$ cat config.mk
export PLATFORM = sky130hd
export DESIGN_NAME = ex30_top
export DESIGN_NICKNAME = d
export VERILOG_FILES = /design/src/rtl/ex30_pkg.sv /design/src/rtl/ex30_rom.sv /design/src/rtl/ex30_top.sv
export SDC_FILE = /design/constraint.sdc
export NUM_CORES = 1
export LEC_CHECK = 0
export CAP_MARGIN = 25
export CORE_AREA = 8 8 45 47
export CTS_CLUSTER_SIZE = 16
export DETAILED_ROUTE_END_ITERATION = 10
export DIE_AREA = 0 0 53 55
export PLACE_DENSITY_LB_ADDON = 0.05
export SYNTH_ARGS = -nofsm -noshare
export SYNTH_HDL_FRONTEND = slang
export SYNTH_SLANG_ARGS = --single-unit
$ cat constraint.sdc
create_clock -name clk -period 0.8 [get_ports clk]
set_input_delay 0.12 -clock clk [delete_from_list [all_inputs] [get_ports clk]]
set_output_delay 0.12 -clock clk [all_outputs]
set_load 0.03 [all_outputs]
$ cat src/rtl/ex30_pkg.sv
// ex30_pkg: shared constants for the ex30 lookup table.
//   DefaultAddrW / DefaultDataW : default address and data widths
//   RomDepth / RomIdxW / RomWordW : geometry of the stored table
//   RomInit                       : fixed table contents, word 0 first
//   rom_word()                    : table read helper
package ex30_pkg;

  localparam int unsigned DefaultAddrW = 3;
  localparam int unsigned DefaultDataW = 16;

  localparam int unsigned RomDepth = 8;
  localparam int unsigned RomIdxW  = 3;
  localparam int unsigned RomWordW = 16;

  localparam logic [RomWordW-1:0] RomInit [RomDepth] = '{
    16'h1234, 16'h5678, 16'h9ABC, 16'hDEF0,
    16'h0F0F, 16'hF0F0, 16'hAAAA, 16'h5555
  };

  function automatic logic [RomWordW-1:0] rom_word(input logic [RomIdxW-1:0] idx);
    return RomInit[idx];
  endfunction

endpackage

$ cat src/rtl/ex30_rom.sv
// ex30_rom: purely combinational address-to-word lookup.
//   addr_i : read address (unsigned)
//   data_o : table word, zero-extended to DATA_W; addresses past the
//            stored table read as zero
module ex30_rom
  import ex30_pkg::*;
#(
  parameter int unsigned ADDR_W = DefaultAddrW,
  parameter int unsigned DATA_W = DefaultDataW
) (
  input  logic [ADDR_W-1:0] addr_i,
  output logic [DATA_W-1:0] data_o
);

  logic               in_range;
  logic [RomIdxW-1:0] idx;

  // Any set bit above the table index bits means the address is past the table.
  if (ADDR_W > RomIdxW) begin : g_wide_addr
    assign in_range = (addr_i[ADDR_W-1:RomIdxW] == '0);
    assign idx      = addr_i[RomIdxW-1:0];
  end else begin : g_narrow_addr
    assign in_range = 1'b1;
    assign idx      = RomIdxW'(addr_i);
  end

  always_comb begin
    data_o = '0;
    if (in_range) begin
      data_o = DATA_W'(rom_word(idx));
    end
  end

endmodule

$ cat src/rtl/ex30_top.sv
// ex30_top: registered single-port read-only lookup table, 1-cycle latency.
//   clk   : clock, rising edge
//   rst_n : asynchronous active-low reset; clears spo immediately
//   addr  : read address, sampled every rising edge
//   spo   : registered read data
module ex30_top
  import ex30_pkg::*;
#(
  parameter int unsigned ADDR_W = DefaultAddrW,
  parameter int unsigned DATA_W = DefaultDataW
) (
  input  logic              clk,
  input  logic              rst_n,
  input  logic [ADDR_W-1:0] addr,
  output logic [DATA_W-1:0] spo
);

  logic [DATA_W-1:0] spo_d;
  logic [DATA_W-1:0] spo_q;

  ex30_rom #(
    .ADDR_W (ADDR_W),
    .DATA_W (DATA_W)
  ) u_rom (
    .addr_i (addr),
    .data_o (spo_d)
  );

  // Reset drops any read in flight; nothing is replayed afterwards.
  always_ff @(posedge clk or negedge rst_n) begin
    if (!rst_n) begin
      spo_q <= '0;
    end else begin
      spo_q <= spo_d;
    end
  end

  assign spo = spo_q;

endmodule

==> flow_summary.ini <==
[clock_tree]
cts_buffers = 3
cts_sinks = 12
clk_path_buf_depth = 2
htreeDepth = 1
hold_buffers = 0
clk_pin_slew_ns = 0.07
tritoncts = done
root_buffer = clkbuf_4

[placed_design]
dp_slack_ns = -0.556
hpwl_um = 802
gp_congestion = 0.702
portBuffers = 20
postPlaceCellArea_um2 = 656

[die]
die_w_um = 53
start_util_pct = 31.6
row_count = 14
dieArea_um2 = 2920
ios = 21
die_h_um = 55
coreArea_um2 = 1380

[cells_and_area]
largest_reg_flops = 12
syn_to_final_growth_pct = 71.7
final_nets = 68
antenna_cells = 0
drive_above_1_share_pct = 55.0
fin_area_um2 = 752

[logic_synthesis]
synth-edff-count = 0
yosysWarnings = 0
ys.flop_type = dfrtp_1
synth_async_sr_flop_share_pct = 100
syn_inst = 35
ys_top_cells_by_area = dfrtp_1 69%, buf_4 6.9%, ha_1 5.7%
synth_common_cells = 12 x dfrtp_1, 4 x buf_4, 4 x inv_1, 4 x nand2b_1
synth_area_um2 = 438
syn_nets = 42
yosysMostFrequentCell = dfrtp_1
synth_area_per_cell_um2 = 12.5
synth.distinct_cells = 9
post-synth-top-area-cell = dfrtp_1
netlist.area_leader.share_pct = 68.6
ys_seq_elements = 12
ys_seq_area_share_pct = 68.6

[detailed_routing]
via_per_inst = 4.05
drtIter0Drc = 4
dr_total_vias = 308
routedWlPerCell_um = 11.8
firstDrtPassIters = 2
drc = 0
wirelength_um = 895
drt.antenna.violating_nets = 0

[setup_path]
startpoint_type = flop
crit_required_ns = 0.68
cp.buffers_inverters = 1
arrival_ns = 0.82
crit_slowest_cell = dfrtp_2
max_stage_delay_ns = 0.42
path_cells = buf_6
cpLargestDelayFamily = flip-flops
path_max_fanout = 2
end_kind = primary output
path_class = reg -> out

[status]
status = finished with violations
violations = setup timing

[timing]
hold_slack_ns = 0.178
timing.final.ws_setup_ns = -0.138
setup_viol = 16
rsz0062_at_grt = yes
drv_slew = 0
fin_crit_sh_pct = 117
hold_violations = 0
fmax_ghz = 1.07
max_slew_margin_pct = 87.2
tightest_slew_ns = 0.192
fin_crit_ns = 0.938

[power_and_ir_drop]
p_per_area_nw_per_um2 = 2020
p_leak_nw = 0.379
vdd_drop_max_uv = 833

[global_route]
grt_pass1_wl_um = 1310
grt_pass1_vias = 322
grt_max_degree = 13
grt-ovfl-total = 0
grt_usage_pct = 6.41
antenna_found_initial = 0

[run]
cap_violations = 0

[min_path]
hp-class = in -> async
-- cells by family after synthesis --
logic type / Yosys count / share of synthesized area [%]
flops: 12 / 68.6
simple gates: 10 / 12.0
buf+inv: 8 / 10.3
compound gates: 3 / 3.43
fa+ha+maj: 2 / 5.71
-- stage by stage --
step / TNS [ns] / total power, W / cells / util, %
finish: -1.80 / 0.00152 / 76 / 54.3
global route: -2.38 / 0.00160 / 76 / 54.3
CTS: -2.06 / 0.00153 / 76 / 52.5
detailed placement: -4.58 / 0.00105 / 72 / 47.4
global placement: -4.25 / 0.00104 / 72 / 47.4
floorplan: 0 / 0.000883 / 35 / -
-- worst paths after layout --
path | startpoint | end | slack, ns | cells past startpoint
max in group asynchronous | rst_n | spo[8] | 0.51 | 2
min | rst_n | spo[14] | 0.18 | 2
max | spo[7] | spo[15] | -0.14 | 1
min in group clk | addr[2] | spo[12] | 0.18 | 2
-- final cells by class --
| type | instances | area [µm²] |
|---|---|---|
| Fill cell | 119 | 632 |
| Sequential cell | 12 | 305 |
| Timing Repair Buffer | 25 | 270 |
| Multi-Input combinational cell | 15 | 105 |
| Clock buffer | 4 | 36.3 |
| Tap cell | 16 | 20.0 |
| Inverter | 4 | 15.0 |
-- power breakdown --
group          internal (W)  switching [W]  leakage (nW)
Sequential         0.000656      0.0000265         0.135
Clock              0.000276       0.000175        0.0210
Combinational      0.000179       0.000210         0.222
-- what timing repair did --
action,4_1_cts,5_1_grt
setup endpoints to repair,25,18
cloned,0,0
gates resized for setup,13,7
setup buffers,0,0
-- layer usage --
metal	track usage [%]	routed length (µm)	vias to the layer above	part of all wire, %
li1	-	-	152	-
met1	5.49	293	138	33
met2	10.9	462	16	52
met3	2.67	119	2	13
met4	6.47	19	0	2.1
met5	0	0	-	0
-- cells in the final DEF, fill, tap and decap left out, drive strengths merged --
cell and n:
a21oi 3, and2 1, buf 21, clkbuf 4
clkdlybuf4s50 1, dfrtp 12, dlygate4sd2 2, dlymetal6s2s 1
ha 2, inv 4, nand2 2, nand2b 4
nor2 3
Power figures use the tool's default switching activity.
